File: src/rtl/parser.sv
// Byte-serial parser: unpacks 32-bit words into length-prefixed messages and
// emits one 296-bit record (length + 36 payload bytes) per complete message.
module parser (
  input  logic         clk,
  input  logic         reset,
  input  logic [31:0]  dataIn,
  input  logic         dataInVal,
  output logic         dataInReady,
  input  logic         dataInLast,
  output logic [0:295] dataOut,
  output logic         dataOutVal,
  input  logic         dataOutReady,
  output logic         packetLost
);

  typedef enum logic [1:0] {
    IDLE    = 2'd0,
    PAYLOAD = 2'd1,
    DISCARD = 2'd2
  } state_t;

  localparam logic [7:0] MAX_LEN = 8'd36;

  state_t         state_q, state_d;
  logic           buf_valid_q, buf_valid_d;
  logic [31:0]    buf_data_q, buf_data_d;
  logic           buf_last_q, buf_last_d;
  logic [1:0]     byte_idx_q, byte_idx_d;
  logic [7:0]     len_q, len_d;
  logic [5:0]     cnt_q, cnt_d;
  logic [0:287]   payload_q, payload_d;
  logic [0:295]   out_q, out_d;
  logic           out_val_q, out_val_d;
  logic           lost_q, lost_d;

  logic           stall_s;
  logic           process_s;
  logic           eop_s;
  logic           accept_s;
  logic           ready_s;
  logic [7:0]     cur_byte_s;

  // Handshake qualifiers and selection of the byte currently being parsed
  always_comb begin
    stall_s   = out_val_q && !dataOutReady;
    process_s = buf_valid_q && !stall_s;
    eop_s     = process_s && (byte_idx_q == 2'd3) && buf_last_q;
    ready_s   = reset && (!buf_valid_q || (process_s && (byte_idx_q == 2'd3)));
    accept_s  = dataInVal && ready_s;
    case (byte_idx_q)
      2'd0:    cur_byte_s = buf_data_q[31:24];
      2'd1:    cur_byte_s = buf_data_q[23:16];
      2'd2:    cur_byte_s = buf_data_q[15:8];
      2'd3:    cur_byte_s = buf_data_q[7:0];
      default: cur_byte_s = 8'd0;
    endcase
  end

  // Next-state: word buffer, message FSM, record output and error pulse
  always_comb begin
    state_d     = state_q;
    buf_valid_d = buf_valid_q;
    buf_data_d  = buf_data_q;
    buf_last_d  = buf_last_q;
    byte_idx_d  = byte_idx_q;
    len_d       = len_q;
    cnt_d       = cnt_q;
    payload_d   = payload_q;
    out_d       = out_q;
    out_val_d   = out_val_q && !dataOutReady;
    lost_d      = 1'b0;

    if (accept_s) begin
      buf_valid_d = 1'b1;
      buf_data_d  = dataIn;
      buf_last_d  = dataInLast;
      byte_idx_d  = 2'd0;
    end else if (process_s) begin
      buf_valid_d = (byte_idx_q != 2'd3);
      byte_idx_d  = byte_idx_q + 2'd1;
    end else begin
      buf_valid_d = buf_valid_q;
    end

    if (process_s) begin
      case (state_q)
        IDLE: begin
          if (cur_byte_s == 8'd0) begin
            state_d = IDLE;
          end else if (cur_byte_s <= MAX_LEN) begin
            len_d     = cur_byte_s;
            cnt_d     = 6'd0;
            payload_d = '0;
            state_d   = PAYLOAD;
          end else begin
            lost_d  = 1'b1;
            state_d = DISCARD;
          end
        end
        PAYLOAD: begin
          payload_d[{cnt_q, 3'b000} +: 8] = cur_byte_s;
          if (({2'b00, cnt_q} + 8'd1) == len_q) begin
            out_d     = {len_q, payload_d};
            out_val_d = 1'b1;
            state_d   = IDLE;
          end else begin
            cnt_d = cnt_q + 6'd1;
          end
        end
        DISCARD: state_d = DISCARD;
        default: state_d = IDLE;
      endcase

      // A packet boundary always returns to IDLE; an open message is an error
      if (eop_s) begin
        if (state_d == PAYLOAD) begin
          lost_d = 1'b1;
        end else begin
          lost_d = lost_d;
        end
        state_d = IDLE;
      end else begin
        state_d = state_d;
      end
    end else begin
      state_d = state_q;
    end
  end

  // State registers with synchronous active-low reset
  always_ff @(posedge clk) begin
    if (!reset) begin
      state_q     <= IDLE;
      buf_valid_q <= 1'b0;
      buf_data_q  <= 32'd0;
      buf_last_q  <= 1'b0;
      byte_idx_q  <= 2'd0;
      len_q       <= 8'd0;
      cnt_q       <= 6'd0;
      payload_q   <= '0;
      out_q       <= '0;
      out_val_q   <= 1'b0;
      lost_q      <= 1'b0;
    end else begin
      state_q     <= state_d;
      buf_valid_q <= buf_valid_d;
      buf_data_q  <= buf_data_d;
      buf_last_q  <= buf_last_d;
      byte_idx_q  <= byte_idx_d;
      len_q       <= len_d;
      cnt_q       <= cnt_d;
      payload_q   <= payload_d;
      out_q       <= out_d;
      out_val_q   <= out_val_d;
      lost_q      <= lost_d;
    end
  end

  assign dataInReady = ready_s;
  assign dataOut     = out_q;
  assign dataOutVal  = out_val_q;
  assign packetLost  = lost_q;

endmodule

File: config.mk
export PLATFORM = sky130hd
export DESIGN_NAME = parser
export DESIGN_NICKNAME = d
export VERILOG_FILES = /design/src/rtl/parser.sv
export SDC_FILE = /design/constraint.sdc
export NUM_CORES = 1
export LEC_CHECK = 0
export CELL_PAD_IN_SITES_DETAIL_PLACEMENT = 1
export CELL_PAD_IN_SITES_GLOBAL_PLACEMENT = 1
export CORE_MARGIN = 8
export CORE_UTILIZATION = 37
export CTS_BUF_LIST = sky130_fd_sc_hd__clkbuf_4 sky130_fd_sc_hd__clkbuf_8 sky130_fd_sc_hd__clkbuf_16
export DETAILED_ROUTE_END_ITERATION = 12
export PLACE_DENSITY = 0.79
export SETUP_SLACK_MARGIN = 0.1
export SYNTH_ARGS = -nofsm -noshare
export SYNTH_HDL_FRONTEND = slang
export SYNTH_SLANG_ARGS = --single-unit
File: constraint.sdc
create_clock -name clk -period 2.9 [get_ports clk]
set_clock_uncertainty 0.1 [all_clocks]
set_input_delay 0.87 -clock clk [delete_from_list [all_inputs] [get_ports clk]]
set_output_delay 0.87 -clock clk [all_outputs]
set_load 0.01 [all_outputs]
-- Word level (Yosys, flattened, before mapping)
Index checks and enable logic that the tools add are counted.
- register bits: 638
- input port bits: 37
- logic and storage cells: 78
- output and inout bits: 299
- bitwise gates (word level): 3
- reductions and logical operators: 21
- equality and inequality tests: 11
- $lt $le $gt $ge: 1
- shift-type cells: 2
- mux-type cells: 25
- add/sub/neg operators: 4
- operators with widths (operator ; count):
    288-bit 2-to-1 mux ; 2
    288-bit one-hot mux with 2 select lines ; 1
    289-bit by 11-bit variable shift with 288-bit output (first input constant) ; 1
    289-bit by 11-bit indexed part select with 288-bit output ; 1
    288-bit bitwise mux ; 1
    8-bit one-hot mux with 4 select lines ; 1
    6-bit 2-to-1 mux ; 3
    6-bit one-hot mux with 2 select lines ; 1
    10-bit negator with 11-bit output ; 1
    1-bit 2-to-1 mux ; 10
    2-bit 2-to-1 mux ; 5
    9-bit NOT with 10-bit output ; 1
    7-bit by 8-bit == test with 1-bit output ; 1
    8-bit by 6-bit less-or-equal comparator with 1-bit output (second input constant) ; 1
    8-bit logical NOT ; 1
    2-bit != test (second input constant) ; 4
    4-bit AND reduction ; 2
    6-bit by 1-bit adder with 7-bit output (second input constant) ; 1
    6-bit by 1-bit adder with 6-bit output (second input constant) ; 1
    2-bit by 1-bit == test with 1-bit output (second input constant) ; 3
    2-bit == test (second input constant) ; 3
    1-bit logical AND ; 6
    2-bit one-hot mux with 3 select lines ; 1
    5-bit AND reduction ; 1
    other kinds (9) ; 14

-- Longest topological paths before layout
- depth after elaboration: 10
- depth in mapped cells: 13
- mapped depth without buffers: 8

-- Worst setup path before layout
No wires, ideal clock.
- kind: reg-to-reg
- from: reg cnt_q[2]
- to: reg out_q, in the netlist dataOut[17]
- buffers on the path: 4
- slack: -159 ps
- stages on the path, launching flop included: 13
- clock period less this slack: 3059 ps
- required time: 2668 ps
- library setup time: 132 ps
- data arrival time: 2827 ps
- cells stage by stage: dfxtp_1 -> clkbuf_1 -> clkbuf_1 -> inv_1 -> ha_1 -> xnor2_1 -> or4_1 -> nor3_2 -> nand4_1 -> clkbuf_1 -> clkbuf_1 -> a211oi_1 -> nor3_1
- word-level cells in the longest chain between the ends: 4
- elaborated cells on any way between the ends: 8
- those cells by class: 2 x add/sub; 1 x eq/ne; 2 x shift; 1 x mux; 1 x bitwise; 1 x reduce/logical
- RTL lines (element ; line ; source):
    start, declared ; 30 ; logic [5:0] cnt_q, cnt_d;
    start signal, assigned ; 151 ; cnt_q <= cnt_d;
    9-bit NOT with 10-bit output (not written as such) ; 101 ; payload_d[{cnt_q, 3'b000} +: 8] = cur_byte_s;
    10-bit negator with 11-bit output ; 101 ;
    289-bit by 11-bit indexed part select with 288-bit output or 289-bit by 11-bit variable shift with 288-bit output (tied branches) ; 101 ;
    288-bit bitwise mux ; 101 ;
    end signal, assigned ; 153 ; out_q <= out_d;
    end, declared ; 32 ; logic [0:295] out_q, out_d;
Parallel ways exist; a longest one is shown, timed or not.
A chain may end at the register's enable or synchronous reset.

-- Worst setup path after layout
- from: reg byte_idx_q[0]
- to: reg payload_q[208] in the netlist's numbering
- word-level cells in the longest chain between the ends: 5
- elaborated cells on any way between the ends: 13
- those cells by class: 1 x order compare; 5 x eq/ne; 1 x shift; 3 x mux; 3 x reduce/logical
- RTL lines (element ; line ; source):
    start, declared ; 28 ; logic [1:0] byte_idx_q, byte_idx_d;
    start signal, assigned ; 149 ; byte_idx_q <= byte_idx_d;
    2-bit == test (tied with other cells) ; 50 ; case (byte_idx_q)
    8-bit one-hot mux with 4 select lines * ; 50 ;
    289-bit by 11-bit indexed part select with 288-bit output (tied with other cells) ; 101 ;
    288-bit bitwise mux or 2-bit != test (tied branches) ; - ;
    288-bit one-hot mux with 2 select lines or 4-bit AND reduction (tied branches) ; - ;
    end signal, assigned ; 152 ; payload_q <= payload_d;
    end, declared ; 31 ; logic [0:287] payload_q, payload_d;
Every way passes the cells marked *; elsewhere a longest branch is shown, timed or not.

==> metrics.log <==
[metrics] outcome: finished with violations
[metrics] failing checks: setup timing
[metrics] minimum clock period after layout: 3.14 ns
[metrics] effective utilization at floorplan: 0.372
[metrics] clock group share of total power: 0.423
[metrics] critical path data required time: 3.31 ns
[metrics] setup repair after global routing missed its margin: yes
[metrics] total vias in the final route: between 30000 and 40000
[metrics] clock latency reported for the late side of the worst-skew pair: 0.62 ns
[metrics] ranking of synthesized cells by area: dfxtp_1 45%, nand2_1 8.9%, o21ai_0 6.8%
[metrics] Slowest Stage Delay on Critical Path: about 0.36 ns
[metrics] Cell Count Post-Placement: between 5000 and 6000
[metrics] DIE AREA: around 0.085 mm^2
[metrics] post-layout util: 0.552
[metrics] top-level I/O count: around 340
[metrics] wire length of the first global-routing pass: 186000 um
[metrics] Post-Syn Nets: 3768
[metrics] share of cells above drive strength 1: 0.229
[metrics] post-synthesis instance area: between 0.02 and 0.03 mm^2
[metrics] crit-path max FO: 5
[metrics] crit share post-route: 1.08
[metrics] list of most frequent post-synthesis cells: 667 x nand2_1, 638 x dfxtp_1, 468 x nor2_1
[metrics] critical path buffer and inverter count: 9
[metrics] GPL Wtd Cong: 0.827
[metrics] clock tree sinks: 638
[metrics] final slew viol count: 0
[metrics] series of cell instances along the critical path: buf_6 -> ha_4 -> buf_6 -> a222oi_1 -> buf_4 -> buf_6 -> a31o_1 -> o211ai_1 -> a31oi_4 -> buf_6 -> buf_12 -> buf_12 -> buf_8 -> buf_8 -> nand2_4 -> a21oi_2
[metrics] Max Fclk: 0.318 GHz
[metrics] synthesis-to-layout area growth: 48.4%
[metrics] clock buffers created by TritonCTS: 75
[metrics] IO buf count: 335
[metrics] number of global-route vias before repair: 31709
[metrics] average wire per cell in the routed design: 24.0 um
[metrics] predominant post-synthesis flop cell: dfxtp_1
[metrics] final count of hold timing violations: 0
[metrics] Async SR Flop Fraction: 0
[metrics] DR DRC count: 0
[metrics] DR vias/cell: 5.91
[metrics] Post-Layout Cell Count: 5283
[metrics] count of unique library cells instantiated by Yosys: 57
[metrics] number of buffers inserted for hold repair after clock tree synthesis: 0
[metrics] setup ws final: -0.243 ns
[metrics] global-route usage over all layers: 0.269
[metrics] TritonCTS clock tree: done
[metrics] summed area of non-filler cells in the final layout: 0.0418 mm^2
[metrics] Post-DRT Antenna Nets: 0
[metrics] internal power component: approximately 17 mW
[metrics] grt total ovfl: 0
[metrics] launching element type of the critical path: flop
[metrics] clock-pin transition on the worst setup and hold timing paths: about 0.06 ns
[metrics] Seq cells post-synth: 638
[metrics] count of TritonRoute iterations in the first routing pass: 7
[metrics] number of warning messages in the yosys log: 0
[metrics] cell area power density: 558 mW/mm^2
[metrics] total placed instance area: 0.0344 mm^2
[metrics] reported max-cap violation count: 0
[metrics] Leakage: around 15 nW
[metrics] area leader, netlist: dfxtp_1
[metrics] total number of placement rows: roughly 100
[metrics] total net switching power: 6.66 mW
[metrics] core region area: 0.0757 mm^2
[metrics] final total power: 23.3 mW
[metrics] clock buffer depth: 3
[metrics] initial antenna violation count: 0
[metrics] cell with the most instances after synthesis: nand2_1
[metrics] worst relative slew slack: 0.284
[metrics] Worst Tran Pin Value: 1.07 ns
[metrics] number of inserted filler cells in the final layout: 8583
[metrics] type of destination of the critical path: flop
[metrics] post-DP HPWL: 75200 um
[metrics] share of total power consumed by net switching: 0.285
[metrics] number of H-tree levels: 3
[metrics] maximum number of pins on one net before global-route repair: approximately 140
[metrics] part of the total power dissipated in sequential elements: 0.381
[metrics] Min-Delay Path Class: reg -> reg
[metrics] overall die height: roughly 300 um
[metrics] number of flops mapped to enable cells by yosys: 0
[metrics] most common cell type on the critical path: buf_6
[metrics] kind of cell adding the most delay to the critical path: buffers and inverters
[metrics] worst endpoint data arrival time: roughly 3.6 ns
[metrics] cell with the largest stage delay on the worst path: a222oi_1
[metrics] die width: 292 um
[metrics] sequential element share of the synthesized area: 0.454
[metrics] Peak VDD IR: 0.370 mV
[metrics] Crit Path Category: reg -> reg
[metrics] Synth Instances: ~3700
[metrics] Finish-stage setup viols: 318
[metrics] drt first-iter violations: ~2500
[metrics] TNS Setup: -32.10 ns
[metrics] root buffer selected by CTS: clkbuf_16
[metrics] Final Net Count: 4295
[metrics] routed wire length: between 100000 and 150000 um
[metrics] portion of total power attributed to combinational logic: 0.196
[metrics] mean area per synthesized cell: ~7.6 um^2
[metrics] proportion of netlist area held by the largest area contributor: 0.454
[metrics] number of antenna cells inserted: 0
==> worst register-to-register path: stages, from the launching register on <==
cell and delay [ns]:
dfxtp_2 0.32, buf_6 0.12, ha_4 0.18, buf_6 0.12
a222oi_1 0.36, buf_4 0.24, buf_6 0.11, a31o_1 0.17
o211ai_1 0.18, a31oi_4 0.26, buf_6 0.14, buf_12 0.14
buf_12 0.14, buf_8 0.10, buf_8 0.12, nand2_4 0.06
a21oi_2 0.17
==> sequential cells by signal (all words and copies together), names as in the netlist, 2 cells and up <==
register and count:
buf_data_q 32, payload_q 288, dataOut 296, cnt_q 6
len_q 8, byte_idx_q 2, state_q 2
==> power groups by stage <==
stage	clock network, mW	logic [mW]	registers [mW]
floorplan	0	1.16	9.07
global placement	0	2.38	9.08
detailed placement	0	2.39	9.08
CTS	9.93	3.82	8.89
global route	10.3	4.67	8.89
finish	9.86	4.56	8.89
==> final cells by class <==
| class | count | area (um^2) | share of cell area |
|---|---|---|---|
| Clock buffer | 112 | 2310 | 0.0554 |
| Clock inverter | 22 | 234 | 0.00560 |
| Inverter | 12 | 57.6 | 0.00138 |
| Multi-Input combinational cell | 2751 | 16400 | 0.392 |
| Sequential cell | 638 | 12800 | 0.306 |
| Tap cell | 978 | 1220 | 0.0293 |
| Timing Repair Buffer | 770 | 8790 | 0.210 |
==> worst paths after layout <==
check	depth (start not counted)	slack, ns	from	end
min reg2reg	2	0.36	buf_data_q[13]	buf_data_q[13]
min	2	0.36	buf_data_q[13]	buf_data_q[13]
max	16	-0.24	byte_idx_q[0]	payload_q[208]
max reg2reg	16	-0.24	byte_idx_q[0]	payload_q[208]
==> cell families after synthesis <==
group                    after synthesis  synth area share
multiplexers                           8           0.00289
adder cells (fa/ha/maj)               10           0.00444
flip-flops                           638             0.454
XOR/XNOR                              10           0.00311
AND/OR/NAND/NOR                     1525             0.225
AO/OA/AOI/OAI                       1198             0.261
buffers and inverters                332            0.0496
==> cells in the final DEF, fill, tap and decap left out, drive strengths merged, types with 8 or more instances in the layout <==
| cell type | Yosys | layout |
|---|---|---|
| nand2 | 667 | 667 |
| dfxtp | 638 | 638 |
| nor2 | 468 | 468 |
| buf | 78 | 418 |
| o21ai | 385 | 385 |
| a21oi | 343 | 343 |
| clkdlybuf4s50 | 0 | 332 |
| nor3 | 248 | 248 |
| a22oi | 162 | 162 |
| clkbuf | 242 | 126 |
| o31ai | 93 | 93 |
| a211oi | 78 | 78 |
| nand3 | 71 | 71 |
| o211ai | 51 | 51 |
| o211a | 48 | 48 |
| inv | 12 | 14 |
| or2 | 13 | 13 |
| nor2b | 12 | 12 |
| clkinv | 0 | 11 |
| ha | 10 | 10 |
| and2 | 9 | 9 |
| a222oi | 8 | 8 |
==> metal layers <==
layer	up-vias	part of all wire	GRT usage
li1	14189	-	-
met1	15578	0.41	0.333
met2	1083	0.49	0.457
met3	355	0.053	0.0442
met4	0	0.047	0.125
met5	-	0	0
==> per-stage QoR <==
step           worst slack [ns]  hold slack, ns
3_3_place_gp             -0.465           0.342
3_5_place_dp             -0.429           0.353
6_report                 -0.243           0.359
5_1_grt                  -0.285           0.373
4_1_cts                 -0.0454           0.361
2_1_floorplan             0.102           0.335
==> repair_timing <==
item                                    4_1_cts  5_1_grt
gates cloned                                 32       15
endpoints found under the hold margin         0        0
buffers inserted                             65       18
resized for setup                           363      340
endpoints found under the setup margin      593      596
pin swaps                                   188      238
No activity file was read; power rests on OpenSTA's default activity.
